===== src/rtl/legv8_pkg.sv =====
// Shared definitions for the LEGv8 control path: opcode patterns, the
// multi-cycle state encoding and the instruction class encoding.
package legv8_pkg;

  // Exact-match opcodes (instr[31:21])
  localparam logic [10:0] OP_LDUR   = 11'b11111000010;
  localparam logic [10:0] OP_STUR   = 11'b11111000000;
  localparam logic [10:0] OP_ADD    = 11'b10001011000;
  localparam logic [10:0] OP_SUB    = 11'b11001011000;
  localparam logic [10:0] OP_AND    = 11'b10001010000;
  localparam logic [10:0] OP_ORR    = 11'b10101010000;

  // Wildcard opcodes: the low bits belong to the immediate field
  localparam logic [10:0] OP_CBZ    = 11'b10110100000;
  localparam logic [10:0] MASK_CBZ  = 11'b11111111000;
  localparam logic [10:0] OP_B      = 11'b00010100000;
  localparam logic [10:0] MASK_B    = 11'b11111100000;
  localparam logic [10:0] MASK_FULL = 11'b11111111111;

  typedef enum logic [2:0] {
    FETCH  = 3'd0,
    DECODE = 3'd1,
    EXEC   = 3'd2,
    MEM    = 3'd3,
    WB     = 3'd4,
    HALT   = 3'd5
  } state_t;

  typedef enum logic [2:0] {
    CLS_R    = 3'd0,
    CLS_LDUR = 3'd1,
    CLS_STUR = 3'd2,
    CLS_CBZ  = 3'd3,
    CLS_B    = 3'd4,
    CLS_ILL  = 3'd5
  } class_t;

  // True when op equals pat on every bit selected by mask
  function automatic logic op_match(input logic [10:0] op,
                                    input logic [10:0] pat,
                                    input logic [10:0] mask);
    return (((op ^ pat) & mask) == 11'd0);
  endfunction

endpackage


===== src/rtl/legv8_multicycle_ctrl_if.sv =====
// Controller <-> datapath/memory bundle. The controller is the slave side:
// it consumes opcode/flags/memory strobe and drives the control lines.
interface legv8_multicycle_ctrl_if;
  logic [10:0] opcode;
  logic        zero;
  logic        mem_ready;
  logic        ir_write;
  logic        pc_write;
  logic        pc_write_cond;
  logic [1:0]  pc_src;
  logic        alu_src_b;
  logic [1:0]  alu_op;
  logic        reg2loc;
  logic        mem_read;
  logic        mem_write;
  logic        reg_write;
  logic        mem_to_reg;
  logic        retire;
  logic        illegal;
  logic [2:0]  state;

  modport master (
    output opcode, zero, mem_ready,
    input  ir_write, pc_write, pc_write_cond, pc_src, alu_src_b, alu_op,
           reg2loc, mem_read, mem_write, reg_write, mem_to_reg, retire,
           illegal, state
  );

  modport slave (
    input  opcode, zero, mem_ready,
    output ir_write, pc_write, pc_write_cond, pc_src, alu_src_b, alu_op,
           reg2loc, mem_read, mem_write, reg_write, mem_to_reg, retire,
           illegal, state
  );
endinterface


===== src/rtl/legv8_opclass_decode.sv =====
// Combinational opcode -> instruction class decoder, shared with the
// single-cycle control.
module legv8_opclass_decode
  import legv8_pkg::*;
(
  input  logic [10:0] opcode_i,
  output class_t      op_class_o
);

  // Classify the opcode; anything unrecognised is illegal
  always_comb begin
    op_class_o = CLS_ILL;
    if (op_match(opcode_i, OP_LDUR, MASK_FULL)) begin
      op_class_o = CLS_LDUR;
    end else if (op_match(opcode_i, OP_STUR, MASK_FULL)) begin
      op_class_o = CLS_STUR;
    end else if (op_match(opcode_i, OP_ADD, MASK_FULL) ||
                 op_match(opcode_i, OP_SUB, MASK_FULL) ||
                 op_match(opcode_i, OP_AND, MASK_FULL) ||
                 op_match(opcode_i, OP_ORR, MASK_FULL)) begin
      op_class_o = CLS_R;
    end else if (op_match(opcode_i, OP_CBZ, MASK_CBZ)) begin
      op_class_o = CLS_CBZ;
    end else if (op_match(opcode_i, OP_B, MASK_B)) begin
      op_class_o = CLS_B;
    end else begin
      op_class_o = CLS_ILL;
    end
  end

endmodule


===== src/rtl/legv8_multicycle_ctrl.sv =====
// Multi-cycle Moore sequencer for the LEGv8 datapath. Holds the state,
// latched instruction class and sticky illegal flag; control lines are
// decoded from those plus mem_ready and are held low while rst_n is low.
module legv8_multicycle_ctrl
  import legv8_pkg::*;
(
  input  logic                    clk,
  input  logic                    rst_n,
  legv8_multicycle_ctrl_if.slave  bus
);

  state_t state_q, state_d;
  class_t class_q, class_d;
  logic   illegal_q, illegal_d;
  class_t dec_class_s;

  // The zero flag gates the PC through pc_write_cond in the datapath;
  // the sequence of control lines does not depend on it.
  logic   unused_zero_s;
  assign unused_zero_s = bus.zero;

  legv8_opclass_decode u_decode (
    .opcode_i   (bus.opcode),
    .op_class_o (dec_class_s)
  );

  // Next-state, class latch and sticky illegal computation
  always_comb begin
    state_d   = state_q;
    class_d   = class_q;
    illegal_d = illegal_q;
    case (state_q)
      FETCH: begin
        if (bus.mem_ready) begin
          state_d = DECODE;
        end else begin
          state_d = FETCH;
        end
      end
      DECODE: begin
        class_d = dec_class_s;
        if (dec_class_s == CLS_ILL) begin
          state_d   = HALT;
          illegal_d = 1'b1;
        end else begin
          state_d = EXEC;
        end
      end
      EXEC: begin
        case (class_q)
          CLS_R:    state_d = WB;
          CLS_LDUR: state_d = MEM;
          CLS_STUR: state_d = MEM;
          CLS_CBZ:  state_d = FETCH;
          CLS_B:    state_d = FETCH;
          default:  state_d = HALT;
        endcase
      end
      MEM: begin
        if (!bus.mem_ready) begin
          state_d = MEM;
        end else if (class_q == CLS_STUR) begin
          state_d = FETCH;
        end else begin
          state_d = WB;
        end
      end
      WB:      state_d = FETCH;
      HALT:    state_d = HALT;
      default: state_d = FETCH;
    endcase
  end

  // Sequencer registers with synchronous active-low reset
  always_ff @(posedge clk) begin
    if (!rst_n) begin
      state_q   <= FETCH;
      class_q   <= CLS_R;
      illegal_q <= 1'b0;
    end else begin
      state_q   <= state_d;
      class_q   <= class_d;
      illegal_q <= illegal_d;
    end
  end

  // Moore output decode; every line forced low while reset is asserted
  always_comb begin
    bus.ir_write      = 1'b0;
    bus.pc_write      = 1'b0;
    bus.pc_write_cond = 1'b0;
    bus.pc_src        = 2'b00;
    bus.alu_src_b     = 1'b0;
    bus.alu_op        = 2'b00;
    bus.reg2loc       = 1'b0;
    bus.mem_read      = 1'b0;
    bus.mem_write     = 1'b0;
    bus.reg_write     = 1'b0;
    bus.mem_to_reg    = 1'b0;
    bus.retire        = 1'b0;
    bus.illegal       = 1'b0;
    bus.state         = 3'd0;
    if (!rst_n) begin
      bus.state = 3'd0;
    end else begin
      bus.state   = state_q;
      bus.illegal = illegal_q;
      case (state_q)
        FETCH: begin
          bus.mem_read = 1'b1;
          if (bus.mem_ready) begin
            bus.ir_write = 1'b1;
            bus.pc_write = 1'b1;
            bus.pc_src   = 2'b00;
          end else begin
            bus.ir_write = 1'b0;
          end
        end
        DECODE: begin
          // Rt must already be on read port 2 when EXEC/MEM use it
          bus.reg2loc = (dec_class_s == CLS_STUR) || (dec_class_s == CLS_CBZ);
        end
        EXEC: begin
          case (class_q)
            CLS_R: begin
              bus.alu_src_b = 1'b0;
              bus.alu_op    = 2'b10;
            end
            CLS_LDUR, CLS_STUR: begin
              bus.alu_src_b = 1'b1;
              bus.alu_op    = 2'b00;
            end
            CLS_CBZ: begin
              bus.reg2loc       = 1'b1;
              bus.alu_op        = 2'b01;
              bus.pc_write_cond = 1'b1;
              bus.pc_src        = 2'b01;
              bus.retire        = 1'b1;
            end
            CLS_B: begin
              bus.pc_write = 1'b1;
              bus.pc_src   = 2'b10;
              bus.retire   = 1'b1;
            end
            default: begin
              bus.retire = 1'b0;
            end
          endcase
        end
        MEM: begin
          // Address stays stable on the ALU for the whole memory wait
          bus.alu_src_b = 1'b1;
          bus.alu_op    = 2'b00;
          if (class_q == CLS_STUR) begin
            bus.mem_write = 1'b1;
            bus.reg2loc   = 1'b1;
            bus.retire    = bus.mem_ready;
          end else begin
            bus.mem_read = 1'b1;
          end
        end
        WB: begin
          bus.reg_write  = 1'b1;
          bus.mem_to_reg = (class_q == CLS_LDUR);
          bus.retire     = 1'b1;
        end
        HALT: begin
          bus.retire = 1'b0;
        end
        default: begin
          bus.retire = 1'b0;
        end
      endcase
    end
  end

endmodule


===== src/flat_wrapper.sv =====
// flat-port wrapper written by rule: the top's interface ports become plain ports
module legv8_multicycle_ctrl_flat import legv8_pkg::*;
  (clk, rst_n, bus_opcode, bus_zero, bus_mem_ready, bus_ir_write, bus_pc_write, bus_pc_write_cond, bus_pc_src, bus_alu_src_b, bus_alu_op, bus_reg2loc, bus_mem_read, bus_mem_write, bus_reg_write, bus_mem_to_reg, bus_retire, bus_illegal, bus_state);
  legv8_multicycle_ctrl_if bus_i ();
  input  logic clk;
  input  logic rst_n;
  input wire logic [$bits(bus_i.opcode)-1:0] bus_opcode;
  input wire logic [$bits(bus_i.zero)-1:0] bus_zero;
  input wire logic [$bits(bus_i.mem_ready)-1:0] bus_mem_ready;
  output wire logic [$bits(bus_i.ir_write)-1:0] bus_ir_write;
  output wire logic [$bits(bus_i.pc_write)-1:0] bus_pc_write;
  output wire logic [$bits(bus_i.pc_write_cond)-1:0] bus_pc_write_cond;
  output wire logic [$bits(bus_i.pc_src)-1:0] bus_pc_src;
  output wire logic [$bits(bus_i.alu_src_b)-1:0] bus_alu_src_b;
  output wire logic [$bits(bus_i.alu_op)-1:0] bus_alu_op;
  output wire logic [$bits(bus_i.reg2loc)-1:0] bus_reg2loc;
  output wire logic [$bits(bus_i.mem_read)-1:0] bus_mem_read;
  output wire logic [$bits(bus_i.mem_write)-1:0] bus_mem_write;
  output wire logic [$bits(bus_i.reg_write)-1:0] bus_reg_write;
  output wire logic [$bits(bus_i.mem_to_reg)-1:0] bus_mem_to_reg;
  output wire logic [$bits(bus_i.retire)-1:0] bus_retire;
  output wire logic [$bits(bus_i.illegal)-1:0] bus_illegal;
  output wire logic [$bits(bus_i.state)-1:0] bus_state;
  assign bus_i.opcode = bus_opcode;
  assign bus_i.zero = bus_zero;
  assign bus_i.mem_ready = bus_mem_ready;
  assign bus_ir_write = bus_i.ir_write;
  assign bus_pc_write = bus_i.pc_write;
  assign bus_pc_write_cond = bus_i.pc_write_cond;
  assign bus_pc_src = bus_i.pc_src;
  assign bus_alu_src_b = bus_i.alu_src_b;
  assign bus_alu_op = bus_i.alu_op;
  assign bus_reg2loc = bus_i.reg2loc;
  assign bus_mem_read = bus_i.mem_read;
  assign bus_mem_write = bus_i.mem_write;
  assign bus_reg_write = bus_i.reg_write;
  assign bus_mem_to_reg = bus_i.mem_to_reg;
  assign bus_retire = bus_i.retire;
  assign bus_illegal = bus_i.illegal;
  assign bus_state = bus_i.state;
  legv8_multicycle_ctrl u_core (.clk(clk), .rst_n(rst_n), .bus(bus_i));
endmodule

===== config.mk =====
export PLATFORM = sky130hd
export DESIGN_NAME = legv8_multicycle_ctrl_flat
export DESIGN_NICKNAME = d
export VERILOG_FILES = /design/src/rtl/legv8_pkg.sv /design/src/rtl/legv8_multicycle_ctrl_if.sv /design/src/rtl/legv8_opclass_decode.sv /design/src/rtl/legv8_multicycle_ctrl.sv /design/src/flat_wrapper.sv
export SDC_FILE = /design/constraint.sdc
export NUM_CORES = 1
export LEC_CHECK = 0
export CORE_MARGIN = 4
export CORE_UTILIZATION = 42
export DETAILED_ROUTE_END_ITERATION = 8
export PLACE_DENSITY = 0.87
export SLEW_MARGIN = 20
export SYNTH_ARGS = -nofsm -noshare
export SYNTH_HDL_FRONTEND = slang
export SYNTH_SLANG_ARGS = --single-unit

===== constraint.sdc =====
create_clock -name clk -period 1.6 [get_ports clk]
set_input_delay 0.16 -clock clk [delete_from_list [all_inputs] [get_ports clk]]
set_output_delay 0.16 -clock clk [all_outputs]
set_load 0.05 [all_outputs]

==> results of run 1 <==
cells by family after synthesis:
family	after synthesis	share of synthesized area [%]
multiplexers	1	1.292
AO/OA/AOI/OAI	30	29.40
XOR/XNOR	2	2.262
flip-flops	7	18.09
buffers and inverters	12	7.915
AND/OR/NAND/NOR	53	41.03
Yosys cell counts (3+ instances only):
library cell	instances	area share, %
dfxtp_1	7	18
nor3_1	9	5.8
a21oi_1	7	4.5
and2_1	3	2.4
nor2b_1	3	2.4
inv_1	5	2.4
a31oi_1	3	2.4
nand2b_1	3	2.4
nor2_1	11	5.3
and3_1	4	3.2
clkbuf_1	3	1.5
nand2_1	5	2.4
metrics by stage:
step | instances | hold slack [ns]
2_1_floorplan | 105 | 0.2775
3_3_place_gp | 183 | 0.4332
3_5_place_dp | 183 | 0.4452
4_1_cts | 192 | 0.3914
timing repair:
action                                 in CTS
setup endpoints to repair                  19
endpoints found under the hold margin       0
cloned                                      0
gates resized for setup                    33
setup buffers                               5
pin swaps                                   6
==> results.cfg, run 1 <==
[floorplan]
start_util_pct = 44.37
die_x_um = 50.94
num_rows = 15
pin_count = 33
dieHeight_um = 50.94

[placed_design]
gp_congestion = 0.9293
dp_slack_ns = -0.5203
dpl.hpwl_um = 2526
io_buffers = 31
placed_area_um2 = 1551

[outcome]
stop_error = [ERROR DPL-0033] detailed placement checks failed during check placement.
status = did not finish
lastStage = 5_1_grt

[clock_tree]
cts_max_level = 1
cts_buffers = 3
cts_buffer_depth = 2
cts_hold_buf = 0
cts_sinks = 7
cts_root_buf = clkbuf_4

[sta]
worstEndpointType = top-level output
crit_endpoint = bus_reg2loc

[yosys]
synth_cell_type_count = 47
synthesis.nets = 120
syn-cell-area_um2 = 774.5
synth_cells = 105
yosys_warnings = 0
synth-seq-cells = 7
synth_edf_count = 0
seq_area_frac_synth_pct = 18.09
ys.flop_type = dfxtp_1
synth.avg_cell_area_um2 = 7.376
synthArstFlopShare_pct = 0

[grt]
grt_antenna_before_repair = 0
grt_start_max_net_pins = 11
==> inputs of run 2 (changes only) <==
--- a/config.mk
+++ b/config.mk
@@ -5,10 +5,10 @@
 export SDC_FILE = /design/constraint.sdc
 export NUM_CORES = 1
 export LEC_CHECK = 0
-export CORE_MARGIN = 4
-export CORE_UTILIZATION = 42
+export CORE_AREA = 4 4 65 67
 export DETAILED_ROUTE_END_ITERATION = 8
-export PLACE_DENSITY = 0.87
+export DIE_AREA = 0 0 69 71
+export PLACE_DENSITY_LB_ADDON = 0.15
 export SLEW_MARGIN = 20
 export SYNTH_ARGS = -nofsm -noshare
 export SYNTH_HDL_FRONTEND = slang
==> results.cfg, run 2 <==
[floorplan]
core_um2 = 3633
num_rows = 22
die-area_um2 = 4899
start_util_pct = 21.32
dieHeight_um = 71
pin_count = 33
die_x_um = 69

[yosys]
synthesis.nets = 120
synthArstFlopShare_pct = 0
synthTopCellsByCount = nor2_1 (11), nor3_1 (9), a21oi_1 (7), dfxtp_1 (7)
syn-cell-area_um2 = 774.5
synth_most_common_cell = nor2_1
seq_area_frac_synth_pct = 18.09
yosys_warnings = 0
ys.flop_type = dfxtp_1
yosysTopAreaCell = dfxtp_1
synth-seq-cells = 7
synth_edf_count = 0
synth_cell_type_count = 47
synth_area_leaders = dfxtp_1 (18%), nor3_1 (5.8%), nor2_1 (5.3%)
synth_top_area_share_pct = 18.09
synth.avg_cell_area_um2 = 7.376
synth_cells = 105

[sta]
rsz0062_at_grt = true
fin_skew_ns = 0.003059
slew_viol_final = 0
worst_slew_pin_slew_ns = 0.3135
period_needed_ns = 1.701
setup_viol = 6
hold_viol = 0
fmax_ghz = 0.5879
setup_ws_ns = -0.1008
relSlewSlack_pct = 78.80
fin_crit_sh_pct = 106.3

[placed_design]
dp_cells = 213
gp_congestion = 0.8924
io_buffers = 31
dpl.hpwl_um = 2347
dp_slack_ns = -0.5124

[hold_path]
worstHoldEndpoint = u_core.class_q[0]$_SDFFE_PN0P_
hold_depth = 3
hp-start = bus_opcode[1]
hp-class = primary input to flip-flop

[power_and_ir_drop]
irDropWorstVdd_uv = 387.3
p_leak_uw = 0.0007458
powerDensity_nw_per_um2 = 595.8
fin_total_pwr_uw = 1036

[finish]
fin_nets = 186
diodes = 0
reg_top3 = u_core.class_q x3, u_core.state_q x3, u_core.illegal_q x1
mostFrequentLayoutCells = buf_4 (35), buf_12 (19), nor2_1 (11)
area_growth_pct = 124.6
final_common_cell = buf_4
nFillCells = 365
drive_gt1_share_pct = 52.35
final_cells = 218

[grt]
grt.total_usage_pct = 12.79
grt_pass1_wl_um = 5230
grt_pass1_vias = 1129
grt_antenna_before_repair = 0
gr-total-overflow = 0
grt_start_max_net_pins = 12

[clock_tree]
cts_root_buf = clkbuf_8
cts_buffer_depth = 2
cts_tree = done
cts.clk_slew.worst_paths_ns = 0.04
cts_buffers = 3
cts_max_level = 1
clk-insertion-delay-late_ns = 0.22
cts_sinks = 7

[routing]
drc = 0
ant_nets = 0
wirelength_um = 2891
drtPass1Iterations = 4
vias = 1032
viasPerCell = 4.734
drt_iter0_markers = 43
wl_per_cell_um = 13.26

[critical_path]
max_stage_delay_ns = 0.55
path_cells = buf_6 > or4b_4 > o32ai_4 > nand4_1 > a21oi_4 > buf_12
r2r-start = u_core.state_q[0]$_SDFF_PN0_
cp_max_fo = 2
slowest_stage = or4b_4
reg2reg_depth = 4
cp.arrival_ns = 1.54
cp-end-kind = output port
required_ns = 1.44
path_class = primary input to output port
rrSetupSlack_ns = 0.18
critPathLaunchType = primary input
timing.rr.end = u_core.class_q[2]$_SDFFE_PN0P_

[outcome]
violations = negative setup slack
status = complete, but fails checks

[job]
cap_violations = 0
==> run 2: cell counts after synthesis <==
No cell type changed its count.
==> run 2: metal layers <==
metal	up-vias	global-route usage [%]	wire, µm
li1	530	-	-
met5	-	0	0
met4	0	3.254	23
met1	472	14.43	1296
met3	4	3.267	113
met2	26	23.83	1458
==> run 2: kinds of logic (layout without fill, tap and decap cells) <==
group / Yosys count / count (layout) / share of synthesized area, %
AND/OR/NAND/NOR: 53 / 53 / 41.03
AO/OA/AOI/OAI: 30 / 30 / 29.40
buffers and inverters: 12 / 77 / 7.915
flip-flops: 7 / 7 / 18.09
XOR/XNOR: 2 / 2 / 2.262
multiplexers: 1 / 1 / 1.292
==> run 2: layout make-up <==
cell class	instances	area, µm²	share of cell area [%]
timing repair buffer	67	763.2	43.88
multi-input combinational	86	696.9	40.07
sequential	7	151.4	8.705
tap	48	60.06	3.453
clock buffer	4	45.04	2.590
inverter	6	22.52	1.295
==> run 2: through the flow <==
stage	instance area [µm²]	util, %	hold slack (ns)	TNS, ns
floorplan	845.8	-	0.2775	-0.5833
CTS	1712	47.11	0.3891	-0.1873
detailed placement	1633	44.94	0.4391	-2.803
global route	1739	47.87	0.3849	-0.7699
finish	1739	47.87	0.3646	-0.1812
global placement	1633	44.94	0.4447	-2.437
==> run 2: where the power goes <==
group | switching [µW] | internal [µW] | total (µW)
Clock | 72.9 | 172 | 245
Combinational | 264 | 271 | 535
Sequential | 53.6 | 202 | 256
==> run 2: how the worst max path moves through the flow <==
| stage | slack (ns) | startpoint | endpoint |
|---|---|---|---|
| 4_1_cts | -0.13 | bus_opcode[0] | bus_reg2loc |
| 5_1_grt | -0.16 | bus_opcode[0] | bus_reg2loc |
| 3_5_place_dp | -0.51 | bus_opcode[5] | bus_reg2loc |
| 2_1_floorplan | -0.15 | u_core.state_q[1]$_SDFF_PN0_ | bus_mem_to_reg |
| 6_report | -0.10 | bus_opcode[0] | bus_reg2loc |
| 3_3_place_gp | -0.47 | bus_opcode[5] | bus_reg2loc |
==> run 2: what timing repair did <==
action	CTS	global route
hold buffers	0	0
setup endpoints to repair	18	16
gates resized for setup	33	7
buffers inserted	1	0
pin swaps	6	2
==> run 2: worst max-delay path: cells and delay by family <==
family	cells	cell delay [ns]
AO/OA/AOI/OAI	2	0.41
buffers and inverters	2	0.24
AND/OR/NAND/NOR	2	0.73
Power figures use the tool's default switching activity.
